File: src/rtl/player_input_pkg.sv
// Shared defaults and the queued event record for player_input_hub.
// Record fields are sized for the largest supported build (16 channels, 16-bit values).
package player_input_pkg;

  localparam int NUM_CH_DEF     = 6;
  localparam int VAL_W_DEF      = 3;
  localparam int DB_MAX_DEF     = 999_999;
  localparam int FIFO_DEPTH_DEF = 8;

  localparam int EV_CH_W  = 4;
  localparam int EV_VAL_W = 16;

  typedef struct packed {
    logic [EV_CH_W-1:0]  ch;
    logic [EV_VAL_W-1:0] val;
    logic                rel;
  } ev_rec_t;

endpackage

File: src/rtl/input_debounce_ch.sv
// One player channel: 2-FF synchronisers for press line and value, plus counter debounce.
// o_rise/o_fall pulse in the cycle whose clock edge flips the stable level.
module input_debounce_ch
  import player_input_pkg::*;
#(
  parameter int VAL_W  = VAL_W_DEF,
  parameter int DB_MAX = DB_MAX_DEF
) (
  input  logic             clk,
  input  logic             rst_n,
  input  logic             i_btn_raw,
  input  logic [VAL_W-1:0] i_val_raw,
  output logic             o_level,
  output logic             o_rise,
  output logic             o_fall,
  output logic [VAL_W-1:0] o_val_sync
);

  localparam int CNT_W = (DB_MAX < 1) ? 1 : $clog2(DB_MAX + 1);
  localparam logic [CNT_W-1:0] CNT_MAX = CNT_W'(DB_MAX);
  localparam logic [CNT_W-1:0] CNT_ONE = CNT_W'(1);

  logic             r_btn_meta;
  logic             r_btn_sync;
  logic [VAL_W-1:0] r_val_meta;
  logic [VAL_W-1:0] r_val_sync;
  logic [CNT_W-1:0] r_cnt;
  logic             r_level;

  logic w_mismatch;
  logic w_flip;

  assign w_mismatch = (r_btn_sync != r_level);
  assign w_flip     = w_mismatch && (r_cnt == CNT_MAX);

  always_ff @(posedge clk or negedge rst_n) begin
    if (!rst_n) begin
      r_btn_meta <= 1'b0;
      r_btn_sync <= 1'b0;
      r_val_meta <= '0;
      r_val_sync <= '0;
    end else begin
      r_btn_meta <= i_btn_raw;
      r_btn_sync <= r_btn_meta;
      r_val_meta <= i_val_raw;
      r_val_sync <= r_val_meta;
    end
  end

  // Any cycle where the synced line agrees with the stable level restarts the count.
  always_ff @(posedge clk or negedge rst_n) begin
    if (!rst_n) begin
      r_cnt   <= '0;
      r_level <= 1'b0;
    end else if (w_flip) begin
      r_cnt   <= '0;
      r_level <= ~r_level;
    end else if (w_mismatch) begin
      r_cnt   <= r_cnt + CNT_ONE;
    end else begin
      r_cnt   <= '0;
    end
  end

  assign o_level    = r_level;
  assign o_rise     = w_flip & ~r_level;
  assign o_fall     = w_flip & r_level;
  assign o_val_sync = r_val_sync;

endmodule

File: src/rtl/player_input_hub.sv
// Debounced player buttons -> per-channel pending slot -> lowest-index drain -> show-ahead queue.
// Define PLAYER_INPUT_HUB_RELEASE_EN to also queue release events (ev_rel=1); default: presses only.
module player_input_hub
  import player_input_pkg::*;
#(
  parameter int NUM_CH     = NUM_CH_DEF,
  parameter int VAL_W      = VAL_W_DEF,
  parameter int DB_MAX     = DB_MAX_DEF,
  parameter int FIFO_DEPTH = FIFO_DEPTH_DEF
) (
  input  logic                        clk,
  input  logic                        rst_n,
  input  logic [NUM_CH-1:0]           btn_raw,
  input  logic [NUM_CH*VAL_W-1:0]     val_raw,
  input  logic                        lock,
  output logic                        ev_valid,
  input  logic                        ev_ready,
  output logic [$clog2(NUM_CH)-1:0]   ev_ch,
  output logic [VAL_W-1:0]            ev_val,
  output logic                        ev_rel,
  output logic [NUM_CH-1:0]           btn_level,
  output logic [$clog2(FIFO_DEPTH):0] ev_count,
  output logic                        ovf,
  input  logic                        clr_ovf
);

  localparam int CH_W = $clog2(NUM_CH);
  localparam int AW   = $clog2(FIFO_DEPTH);
  localparam logic [AW:0]   FULL_CNT = (AW + 1)'(FIFO_DEPTH);
  localparam logic [AW:0]   CNT_ONE  = (AW + 1)'(1);
  localparam logic [AW-1:0] PTR_ONE  = AW'(1);

  logic [NUM_CH-1:0] w_level;
  logic [NUM_CH-1:0] w_rise;
  logic [NUM_CH-1:0] w_fall;
  logic [VAL_W-1:0]  w_val_sync [NUM_CH];

  genvar gi;
  generate
    for (gi = 0; gi < NUM_CH; gi++) begin : g_ch
      input_debounce_ch #(
        .VAL_W  (VAL_W),
        .DB_MAX (DB_MAX)
      ) u_db (
        .clk        (clk),
        .rst_n      (rst_n),
        .i_btn_raw  (btn_raw[gi]),
        .i_val_raw  (val_raw[gi*VAL_W +: VAL_W]),
        .o_level    (w_level[gi]),
        .o_rise     (w_rise[gi]),
        .o_fall     (w_fall[gi]),
        .o_val_sync (w_val_sync[gi])
      );
    end
  endgenerate

  logic [NUM_CH-1:0] w_req;
  logic [NUM_CH-1:0] w_req_rel;

`ifdef PLAYER_INPUT_HUB_RELEASE_EN
  assign w_req     = (w_rise | w_fall) & {NUM_CH{~lock}};
  assign w_req_rel = w_fall;
`else
  logic w_unused_fall;
  assign w_req         = w_rise & {NUM_CH{~lock}};
  assign w_req_rel     = '0;
  assign w_unused_fall = |w_fall;
`endif

  logic [NUM_CH-1:0] r_pend;
  logic [NUM_CH-1:0] r_prel;
  logic [VAL_W-1:0]  r_pval [NUM_CH];
  logic              r_ovf;

  ev_rec_t           r_mem [FIFO_DEPTH];
  logic [AW-1:0]     r_wr_ptr;
  logic [AW-1:0]     r_rd_ptr;
  logic [AW:0]       r_count;

  logic              w_drain_any;
  logic [CH_W-1:0]   w_drain_idx;
  logic              w_full;
  logic              w_pop;
  logic              w_push;
  logic [NUM_CH-1:0] w_set;
  logic [NUM_CH-1:0] w_drop;
  logic [NUM_CH-1:0] w_clr;
  ev_rec_t           w_wr_rec;
  ev_rec_t           w_head;
  logic              w_unused_head;

  // Fixed priority: the lowest-index pending channel wins the single queue write port.
  always_comb begin
    w_drain_any = 1'b0;
    w_drain_idx = '0;
    for (int i = NUM_CH - 1; i >= 0; i--) begin
      if (r_pend[i]) begin
        w_drain_any = 1'b1;
        w_drain_idx = CH_W'(i);
      end
    end
  end

  assign w_full = (r_count == FULL_CNT);
  assign w_pop  = ev_valid & ev_ready;
  assign w_push = w_drain_any & (~w_full | w_pop);
  assign w_set  = w_req & ~r_pend;
  assign w_drop = w_req & r_pend;

  always_comb begin
    w_clr = '0;
    if (w_push) begin
      w_clr[w_drain_idx] = 1'b1;
    end
  end

  always_comb begin
    w_wr_rec     = '0;
    w_wr_rec.ch  = EV_CH_W'(w_drain_idx);
    w_wr_rec.val = EV_VAL_W'(r_pval[w_drain_idx]);
    w_wr_rec.rel = r_prel[w_drain_idx];
  end

  always_ff @(posedge clk or negedge rst_n) begin
    if (!rst_n) begin
      r_pend <= '0;
      r_prel <= '0;
    end else begin
      r_pend <= (r_pend & ~w_clr) | w_set;
      r_prel <= (r_prel & ~w_set) | (w_req_rel & w_set);
    end
  end

  generate
    for (gi = 0; gi < NUM_CH; gi++) begin : g_pval
      always_ff @(posedge clk) begin
        if (w_set[gi]) begin
          r_pval[gi] <= w_val_sync[gi];
        end
      end
    end
  endgenerate

  // A drop in the same cycle as clr_ovf keeps the flag set.
  always_ff @(posedge clk or negedge rst_n) begin
    if (!rst_n) begin
      r_ovf <= 1'b0;
    end else if (|w_drop) begin
      r_ovf <= 1'b1;
    end else if (clr_ovf) begin
      r_ovf <= 1'b0;
    end
  end

  always_ff @(posedge clk) begin
    if (w_push) begin
      r_mem[r_wr_ptr] <= w_wr_rec;
    end
  end

  always_ff @(posedge clk or negedge rst_n) begin
    if (!rst_n) begin
      r_wr_ptr <= '0;
      r_rd_ptr <= '0;
      r_count  <= '0;
    end else begin
      if (w_push) begin
        r_wr_ptr <= r_wr_ptr + PTR_ONE;
      end
      if (w_pop) begin
        r_rd_ptr <= r_rd_ptr + PTR_ONE;
      end
      case ({w_push, w_pop})
        2'b10:   r_count <= r_count + CNT_ONE;
        2'b01:   r_count <= r_count - CNT_ONE;
        default: r_count <= r_count;
      endcase
    end
  end

  assign w_head        = r_mem[r_rd_ptr];
  assign w_unused_head = ^w_head;

  assign ev_valid  = (r_count != '0);
  assign ev_ch     = ev_valid ? w_head.ch[CH_W-1:0] : '0;
  assign ev_val    = ev_valid ? w_head.val[VAL_W-1:0] : '0;
`ifdef PLAYER_INPUT_HUB_RELEASE_EN
  assign ev_rel    = ev_valid & w_head.rel;
`else
  assign ev_rel    = 1'b0;
`endif
  assign btn_level = w_level;
  assign ev_count  = r_count;
  assign ovf       = r_ovf;

endmodule
File: config.mk
export PLATFORM = sky130hd
export DESIGN_NAME = player_input_hub
export DESIGN_NICKNAME = d
export VERILOG_FILES = /design/src/rtl/player_input_pkg.sv /design/src/rtl/input_debounce_ch.sv /design/src/rtl/player_input_hub.sv
export SDC_FILE = /design/constraint.sdc
export NUM_CORES = 1
export LEC_CHECK = 0
export CORE_MARGIN = 8
export CORE_UTILIZATION = 55
export CTS_CLUSTER_DIAMETER = 50
export DETAILED_ROUTE_END_ITERATION = 8
export GPL_TIMING_DRIVEN = 0
export PLACE_DENSITY_LB_ADDON = 0.05
export SETUP_SLACK_MARGIN = 0.15
export SYNTH_ARGS = -nofsm -noshare
export SYNTH_HDL_FRONTEND = slang
export SYNTH_SLANG_ARGS = --single-unit
File: constraint.sdc
create_clock -name clk -period 2.9 [get_ports clk]
set_clock_uncertainty 0.05 [all_clocks]
set_input_delay 0.435 -clock clk [delete_from_list [all_inputs] [get_ports clk]]
set_output_delay 0.435 -clock clk [all_outputs]
set_load 0.02 [all_outputs]
# --- Word-level counts from Yosys, hierarchy flattened ---
# Memories as Yosys holds them, arrays and structs flattened.
# Cells that the tools add are included.
op_classes:
  add_sub_neg: 10
  order_cmp: 2
  eq_ne: 15
  muxes: 48
  n_bitwise: 26
  n_reduce_logical: 11
op_table:
  columns: ["operator", "n"]
  rows:
  - ["20-bit two-way mux", 12]
  - ["20-bit by 1-bit adder with 20-bit output, second input constant", 6]
  - ["20-bit == test, second input constant", 6]
  - ["6-bit AND", 5]
  - ["1-bit two-way mux", 24]
  - ["3-bit two-way mux", 8]
  - ["6-bit NOT", 3]
  - ["1-bit AND", 8]
  - ["1-bit NOT", 8]
  - ["4-bit case mux with 2 select lines", 1]
  - ["1-bit logical AND", 7]
  - ["3-bit by 1-bit adder with 3-bit output, second input constant", 2]
  - ["6-bit two-way mux", 1]
  - ["1-bit != test", 6]
  - ["6-bit bitwise OR", 1]
  - ["6-bit OR reduction", 1]
  - ["4-bit by 1-bit adder with 4-bit output, second input constant", 1]
  - ["4-bit == test, second input constant", 1]
  - ["3-bit by 4-bit less-than comparator with 1-bit output, second input constant", 1]
  - ["2-bit nonzero test", 2]
  - ["4-bit nonzero test", 1]
  - ["4-bit by 1-bit subtractor with 4-bit output, second input constant", 1]
  - ["1-bit binary-select mux with 3-bit select", 1]
  - ["1-bit demux with 3-bit select", 1]
  - ["4 further kinds", 4]
totals:
  ff_bits: 197
  ramBits: 74
  word_cells: 156
  mem_count: 2
mem_list:
  columns: ["name", "depth", "word_bits", "read_ports", "rd_ports_with_merged_regs", "write_ports", "line", "text"]
  rows:
  - ["r_mem", 8, 7, 1, 0, 1, "player_input_hub.sv:75", "ev_rec_t r_mem [FIFO_DEPTH];"]
  - ["r_pval", 6, 3, 1, 0, 6, "player_input_hub.sv:72", "logic [VAL_W-1:0] r_pval [NUM_CH];"]

# --- Longest topological paths before layout ---
# Gate-level depths: netlist of the first run.
depth:
  depth_word: 14
  ltp_mapped: 9

# --- By module ---
# A second synthesis of the first run with hierarchy kept.
unflattened:
  hier_cells: 931
  hier_area_um2: 11098.1
modules_own_cells:
  columns: ["mod", "n_inst", "cells_per_inst", "area_each_um2"]
  rows:
  - ["input_debounce_ch", 6, 117, 1249.9]
  - ["player_input_hub", 1, 229, 3598.5]

# --- Worst setup path before layout of the first run ---
# OpenSTA, ideal clock, no wires.
synth_timing:
  path_type: "flip-flop to flip-flop"
  start: "register r_count[0] (netlist: ev_count[0])"
  end: "register r_count[3] (netlist: ev_count[3])"
  setup_ns: 0.134
  arrival_ns: 2.246
  setup_slack_ns: 0.470
  path_stages_with_launch: 10
  period_less_slack_ns: 2.430
  cell_sequence: "dfrtp_1 -> nor4_4 -> inv_2 -> nand2_2 -> nor4_2 -> ha_1 -> a21o_1 -> a21oi_1 -> mux2i_1 -> xnor2_1"
synth_between:
  elab_chain_cells: 6
  word_cells_on_any_way: 12
  cone_classes: "add/sub: 2; eq/ne: 3; mux: 1; bitwise: 4; reduce/logical: 2"
synth_rtl:
  columns: ["item", "line", "text"]
  rows:
  - ["start, declared", "player_input_hub.sv:78", "logic [AW:0] r_count;"]
  - ["start signal, assigned", "player_input_hub.sv:174", "2'b10: r_count <= r_count + CNT_ONE;"]
  - ["start signal, assigned", "player_input_hub.sv:175", "2'b01: r_count <= r_count - CNT_ONE;"]
  - ["start signal, assigned", "player_input_hub.sv:176", "default: r_count <= r_count;"]
  - ["4-bit nonzero test (*)", "player_input_hub.sv:184", "assign ev_valid = (r_count != '0);"]
  - ["via ev_valid", "player_input_hub.sv:16", "output logic ev_valid,"]
  - ["1-bit AND (*)", "player_input_hub.sv:105", "assign w_pop = ev_valid & ev_ready;"]
  - ["1-bit bitwise OR", "player_input_hub.sv:106", "assign w_push = w_drain_any & (~w_full | w_pop);"]
  - ["1-bit AND", "player_input_hub.sv:106", null]
  - ["2-bit by 1-bit == test with 1-bit output / 2-bit == test (equally long branches)", "player_input_hub.sv:173", "case ({w_push, w_pop})"]
  - ["4-bit case mux with 2 select lines / 2-bit nonzero test (equally long branches)", null, null]
# Mark *: on every way through the listed nets, which the timed path passes. The rest lies on a longest branch.
# A chain may end at the register's enable or synchronous reset.

# --- Worst setup path after layout of the first run ---
layout_timing:
  start: "register r_rd_ptr[0]"
  end: "output ev_val[2]"
layout_between:
  elab_chain_cells: 2
layout_rtl:
  columns: ["item", "line", "text"]
  rows:
  - ["start, declared", "player_input_hub.sv:77", "logic [AW-1:0] r_rd_ptr;"]
  - ["start signal, assigned", "player_input_hub.sv:171", "r_rd_ptr <= r_rd_ptr + PTR_ONE;"]
  - ["memory 8 x 7 bit", null, null]
  - ["3-bit two-way mux", "player_input_hub.sv:186", "assign ev_val = ev_valid ? w_head.val[VAL_W-1:0] : '0;"]
  - ["end, declared", "player_input_hub.sv:19", "output logic [VAL_W-1:0] ev_val,"]
# No other way between the ends.

==> impl_metrics.py, run 1 <==
metrics = {
    "outcome": {
        "status": "finished clean",
    },
    "die": {
        "die_x_um": 158,
        "rows": 51,
        "dieHeight_um": 158,
        "initial_utilization_pct": 56.2,
        "core-area_um2": 19600,
        "io_pins": 48,
        "die-area_um2": 24800,
    },
    "power": {
        "combPwrFrac_pct": 16.4,
        "seqPwrFrac_pct": 44.7,
        "p_sw_share_pct": 26.2,
        "vdd_drop_max_mv": 0.416,
        "p_total_uw": 9330,
        "power_switching_uw": 2450,
        "pwr_density_cell_nw_per_um2": 725,
        "p_int_uw": 6880,
        "p_leak_uw": 0.00524,
        "power_frac_clock_pct": 38.9,
    },
    "synthesis": {
        "synth_nets": 945,
        "ys.flop_type": "dfrtp_1",
        "syn_avg_cell_area_um2": 12.2,
        "ys_warn_count": 0,
        "syn-cell-area_um2": 11000,
        "synth_cell_type_count": 61,
        "synth_seq_cells": 257,
        "syn_inst": 905,
        "synth_edf_count": 66,
        "synth-seq-area-share_pct": 61.4,
        "synthArstFlopShare_pct": 74.3,
    },
    "worst_setup_path": {
        "path_buf_inv": 2,
        "cp_slowest_cell": "mux4_2",
        "path_cells": "buf_8 > mux4_2 > mux2i_1 > nor2_1 > dlygate4sd2_1",
        "timing.rr.start": "r_pend[0]$_DFF_PN0_",
        "reg2reg_slack_ns": 0.39,
        "cp-start-kind": "flop",
        "cpPeakStageDelay_ns": 0.53,
        "critPathTopFamily": "multiplexers",
        "end_kind": "output port",
        "worstPathRequired_ns": 2.41,
        "worst-path-max-fanout": 10,
        "arrival_ns": 2.16,
        "worst_r2r_path_depth": 8,
        "crit_type": "flop to output port",
        "r2r-end": "ev_count[3]$_DFFE_PN0P_",
    },
    "timing": {
        "hold_viol_final": 0,
        "fmax_mhz": 379,
        "fin_crit_sh_pct": 91.1,
        "tns_ns": 0,
        "slew_viol_final": 0,
        "tightest_slew_ns": 0.900,
        "rsz0062_at_grt": "no",
        "period_minus_slack_ns": 2.64,
        "setup_viol": 0,
        "relSlewSlack_pct": 39.5,
    },
    "clock_network": {
        "clk_latency_ns": 0.53,
        "numClockSinks": 257,
        "numCtsBuffers": 29,
        "h-tree-depth": 1,
        "cts_tree": "built",
        "cts_root_buffer": "clkbuf_16",
        "clkTransAtPathRegs_ns": 0.06,
        "cts_max_path_buffers": 3,
    },
    "finish": {
        "final_cell_mix": "dfrtp_1 (190), nor2_1 (152), edfxtp_1 (66), xnor2_1 (64), xor2_1 (58)",
        "fin_nets": 1025,
        "stdcell_count": 1273,
        "syn_to_final_growth_pct": 16.8,
        "final_area_um2": 12900,
        "diodes": 0,
        "drive_gt1_share_pct": 12.9,
        "mostFrequentLayoutCell": "dfrtp_1",
        "postLayoutCoreUtil_pct": 65.7,
    },
    "grt": {
        "grt_max_degree": 115,
        "grt_pass1_vias": 7093,
        "grt_antenna_before_repair": 0,
        "grt_first_pass_wirelength_mm": 34.5,
        "grtUsageTotal_pct": 17.1,
        "gr-total-overflow": 0,
    },
    "drt": {
        "drtPass1Iterations": 5,
        "drt-total-wl_mm": 20.2,
        "drt_iter0_markers": 291,
        "drc": 0,
        "vias": 6829,
        "drtAntennaViolNets": 0,
        "vias_per_cell": 5.36,
        "routedWlPerCell_um": 15.9,
    },
    "place": {
        "placement.cell_area_um2": 11800,
        "routabilityCongestion": 0.805,
        "dp_cells": 1217,
        "io_buffers": 46,
        "dp_hpwl_mm": 14.1,
    },
    "hold_path": {
        "hold_depth": 1,
        "hold_class": "input port to flop",
        "min_from": "val_raw[4]",
        "worstHoldEndpoint": "g_ch[1].u_db.r_val_meta[1]$_DFF_PN0_",
    },
    "run": {
        "cap_violations": 0,
    },
}
==> power by group through the flow <==
| stage | combinational [µW] | clock, µW | sequential, µW |
|---|---|---|---|
| global placement | 1480 | 0 | 4230 |
| CTS | 1540 | 3720 | 4170 |
| floorplan | 980 | 0 | 4230 |
| detailed placement | 1550 | 0 | 4250 |
| finish | 1530 | 3630 | 4170 |
| global route | 1680 | 3890 | 4200 |
==> logic make-up (layout without fill, tap and decap cells) <==
family                     after synthesis  in the layout  share of synthesized area, %
AOI/OAI and AO/OA                       28             28                          1.76
xor gates and xnor gates               122            122                          9.70
adders and majority gates               11             11                          1.32
buffers and inverters                   56            159                          2.56
DFF                                    257            257                          61.4
muxes                                   35             35                          4.63
other                                    1              1                        0.0340
and+or+nand+nor                        395            395                          18.6
==> sequential cells by signal (all words and copies together) (netlist names), 4 cells and up <==
name                  cells
g_ch.u_db.r_cnt         120
g_ch.u_db.o_level         6
g_ch.u_db.r_btn_sync      6
ev_count                  4
r_pend                    6
r_pval                   18
r_mem                    48
g_ch.u_db.r_btn_meta      6
g_ch.u_db.o_val_sync     18
g_ch.u_db.r_val_meta     18
==> layer usage <==
metal	share of wire [%]	vias up	global-route usage, %
met1	45	3390	21.8
met3	3.7	31	2.96
met5	0	-	0
met4	1.9	0	4.35
li1	-	3308	-
met2	50	100	29.8
==> through the flow <==
stage | worst slack, ns | hold WS, ns
floorplan | 0.470 | 0.0894
global placement | -6.15 | 0.283
detailed placement | -0.131 | 0.286
CTS | 0.164 | 0.259
global route | 0.164 | 0.262
finish | 0.259 | 0.280
==> cell type report <==
cell class	instances	area (µm²)
flip-flops and latches	257	6760
clock inverters	18	203
fillers	1491	6720
plain buffers	28	190
multi-input cells	592	4010
repair buffers	49	503
clock buffers	36	772
well taps	265	332
inverters	28	105
==> synth_stat cells, types with 8 or more instances <==
library cell,count,area share [%]
dfrtp_1,191,43
nor2_1,152,5.2
edfxtp_1,66,18
xnor2_1,64,5.1
xor2_1,58,4.6
nand2_1,48,1.6
nand3_1,39,1.8
nand4_1,28,1.6
inv_1,27,0.92
nor3_1,25,1.1
nor4_1,19,1.1
and3_1,16,0.91
mux2i_1,15,1.4
buf_2,12,0.55
mux4_2,12,2.5
buf_4,11,0.75
o21ai_0,11,0.50
and4_1,10,0.79
ha_1,10,1.1
mux2_2,8,0.82
==> worst register-to-register path, stage by stage, from the launching register on <==
cell,delay [ns]
dfrtp_1,0.46
nor2_1,0.20
nand2_1,0.10
nor4_2,0.55
ha_1,0.36
a21o_1,0.18
a21oi_1,0.16
mux2i_1,0.23
xnor2_1,0.14
==> repair_timing <==
action                     4_1_cts  5_1_grt
setup buffers                    1        0
hold buffers                     1        0
setup endpoints to repair        6       61
resized for setup               11       10
hold endpoints to repair       113        0
pin swaps                        0        1
==> worst max path at each step <==
| stage | to | depth (start not counted) | startpoint | slack (ns) |
|---|---|---|---|---|
| finish | ev_val[2] | 5 | r_rd_ptr[0]$_DFFE_PN0P_ | 0.26 |
| global route | ev_ch[2] | 5 | r_rd_ptr[0]$_DFFE_PN0P_ | 0.16 |
| CTS | ev_ch[2] | 5 | r_rd_ptr[1]$_DFFE_PN0P_ | 0.16 |
| detailed placement | r_mem[5][1]$_DFFE_PP_ | 5 | ev_ready | -0.13 |
| global placement | g_ch[3].u_db.r_cnt[15]$_DFF_PN0_ | 1 | rst_n | -6.15 |
| floorplan | ev_count[3]$_DFFE_PN0P_ | 9 | ev_count[0]$_DFFE_PN0P_ | 0.47 |
(Power assumes the default switching activity.)
==> inputs of run 2 (changes only) <==
CORE_MARGIN = not set   (was 8)
CTS_CLUSTER_SIZE = 24   (was not set)
clock period = 2.8 ns   (was 2.9 ns; I/O delays follow)
==> impl_metrics.py, run 2 (same netlist as run 1, synthesis figures left out) <==
metrics = {
    "die": {
        "rows": 51,
        "die-area_um2": 20600,
        "core-area_um2": 19500,
        "initial_utilization_pct": 56.4,
        "dieHeight_um": 144,
        "die_x_um": 144,
        "io_pins": 48,
    },
    "finish": {
        "syn_to_final_growth_pct": 16.8,
        "final_cell_mix": "dfrtp_1 (190), nor2_1 (152), edfxtp_1 (66), xnor2_1 (64), xor2_1 (58)",
        "top_regs": "g_ch.u_db.r_cnt x120, r_mem x48",
        "largest_reg_flops": 120,
        "stdcell_count": 1270,
        "diodes": 0,
        "mostFrequentLayoutCell": "dfrtp_1",
        "drive_gt1_share_pct": 13.5,
        "top_register": "g_ch.u_db.r_cnt",
        "fin_nets": 1024,
    },
    "clock_network": {
        "h-tree-depth": 1,
        "cts_root_buffer": "clkbuf_16",
        "numCtsBuffers": 27,
        "cts_max_path_buffers": 3,
        "cts_tree": "built",
        "numClockSinks": 257,
        "clk_latency_ns": 0.54,
        "clkTransAtPathRegs_ns": 0.07,
    },
    "worst_setup_path": {
        "arrival_ns": 2.09,
        "cp_slowest_cell": "mux4_2",
        "critPathTopFamily": "multiplexers",
        "worstPathRequired_ns": 2.33,
        "crit_type": "flop to output port",
        "worst-path-max-fanout": 10,
        "cpPeakStageDelay_ns": 0.50,
        "path_cells": "buf_12 > mux4_2 > mux2i_1 > nor2_1 > dlygate4sd2_1",
        "cp-start-kind": "flop",
        "path_buf_inv": 2,
        "end_kind": "output port",
    },
    "run": {
        "cap_violations": 0,
    },
    "place": {
        "io_buffers": 46,
        "dp_cells": 1217,
        "routabilityCongestion": 0.857,
        "dp_hpwl_mm": 13.8,
    },
    "timing": {
        "slew_viol_final": 0,
        "relSlewSlack_pct": 39.8,
        "fmax_mhz": 391,
        "rsz0062_at_grt": "yes",
        "tns_ns": 0,
        "period_minus_slack_ns": 2.56,
        "setup_viol": 0,
        "hold_ws_ns": 0.259,
        "hold_viol_final": 0,
        "tightest_slew_ns": 0.896,
        "fin_crit_sh_pct": 91.4,
    },
    "power": {
        "pwr_density_cell_nw_per_um2": 748,
        "vdd_drop_max_mv": 0.540,
        "p_leak_uw": 0.00523,
        "p_total_uw": 9620,
    },
    "drt": {
        "drt-total-wl_mm": 19.9,
        "vias_per_cell": 5.40,
        "drc": 0,
        "drtPass1Iterations": 4,
        "drt_iter0_markers": 369,
        "drtAntennaViolNets": 0,
        "vias": 6852,
        "routedWlPerCell_um": 15.7,
    },
    "grt": {
        "grt_max_degree": 98,
        "grtUsageTotal_pct": 20.8,
        "met3_usage_pct": 3.10,
        "top_usage_layer": "met2",
        "grt_pass1_vias": 6950,
        "gr-total-overflow": 0,
        "grt_antenna_before_repair": 0,
        "grt_use_met2_pct": 35.2,
        "grt_first_pass_wirelength_mm": 34.0,
        "grt_use_met1_pct": 28.3,
    },
    "hold_path": {
        "hold_class": "input port to flop",
    },
    "outcome": {
        "status": "finished clean",
    },
}
run 2: cell types whose count changed in the layout (fill, tap and decap cells not counted), moves of 3 or more:
cell and change:
inv_6 +3, clkinv_2 -8, inv_4 +3, inv_8 +4
dlygate4sd2_1 -5, clkdlybuf4s15_1 +3, clkbuf_1 -5
run 2: worst reg2reg max path, stage by stage (launching register included):
cell	delay [ns]
dfrtp_1	0.48
nand2b_1	0.20
a21oi_2	0.46
o21ba_2	0.20
buf_2	0.23
mux2i_1	0.29
a31oi_2	0.24
run 2: power breakdown:
group / switching (µW) / total [µW] / leakage [µW] / internal (µW)
registers: 182 / 4320 / 0.00312 / 4140
clock network: 1660 / 3680 / 0.000465 / 2030
logic: 871 / 1620 / 0.00165 / 745
run 2: metrics by stage:
step / instance area, µm² / util (%) / worst slack (ns)
after floorplan: 11000 / - / 0.370
after global placement: 11800 / 60.5 / -6.22
after detailed placement: 11800 / 60.6 / -0.214
after CTS: 12800 / 65.7 / 0.154
after global routing: 12900 / 65.9 / 0.144
final: 12900 / 65.9 / 0.242
run 2: final timing paths:
path,startpoint,end,cells after the start,slack (ns)
hold reg to reg,g_ch[0].u_db.r_btn_meta$_DFF_PN0_,g_ch[0].u_db.r_btn_sync$_DFF_PN0_,0,0.30
hold / removal,val_raw[1],g_ch[0].u_db.r_val_meta[1]$_DFF_PN0_,1,0.26
setup reg to reg,r_pend[4]$_DFF_PN0_,r_mem[2][3]$_DFFE_PP_,6,0.27
min in group asynchronous,rst_n,g_ch[5].u_db.r_cnt[4]$_DFF_PN0_,2,0.44
max in group asynchronous,rst_n,g_ch[3].u_db.r_cnt[12]$_DFF_PN0_,3,1.36
setup / recovery,r_rd_ptr[0]$_DFFE_PN0P_,ev_ch[1],5,0.24
run 2: cell type report:
cell class / count / area (µm²)
clock buffers: 28 / 701
well taps: 265 / 332
repair buffers: 50 / 507
multi-input cells: 592 / 4020
inverters: 28 / 105
clock inverters: 22 / 243
flip-flops and latches: 257 / 6760
fillers: 1482 / 6660
plain buffers: 28 / 195
run 2: what timing repair did:
action                                  CTS  global route
endpoints found under the hold margin    96             0
pin swaps                                 1             0
cloned                                    0             0
resized for setup                        17            15
hold buffers                              1             0
endpoints found under the setup margin   23            51
buffers inserted                          2             0
run 2: per-layer routing:
metal,vias up,wire length (µm),share of wire [%]
li1,3299,-,-
met1,3428,9080,46
met2,100,9940,50
met3,25,636,3.2
met4,0,255,1.3
met5,-,0,0
==> inputs of run 3 (changes only) <==
CAP_MARGIN = 10   (was not set)
==> results of run 3 <==
The final DEF is identical to that of run 2; final timing and power are the same.
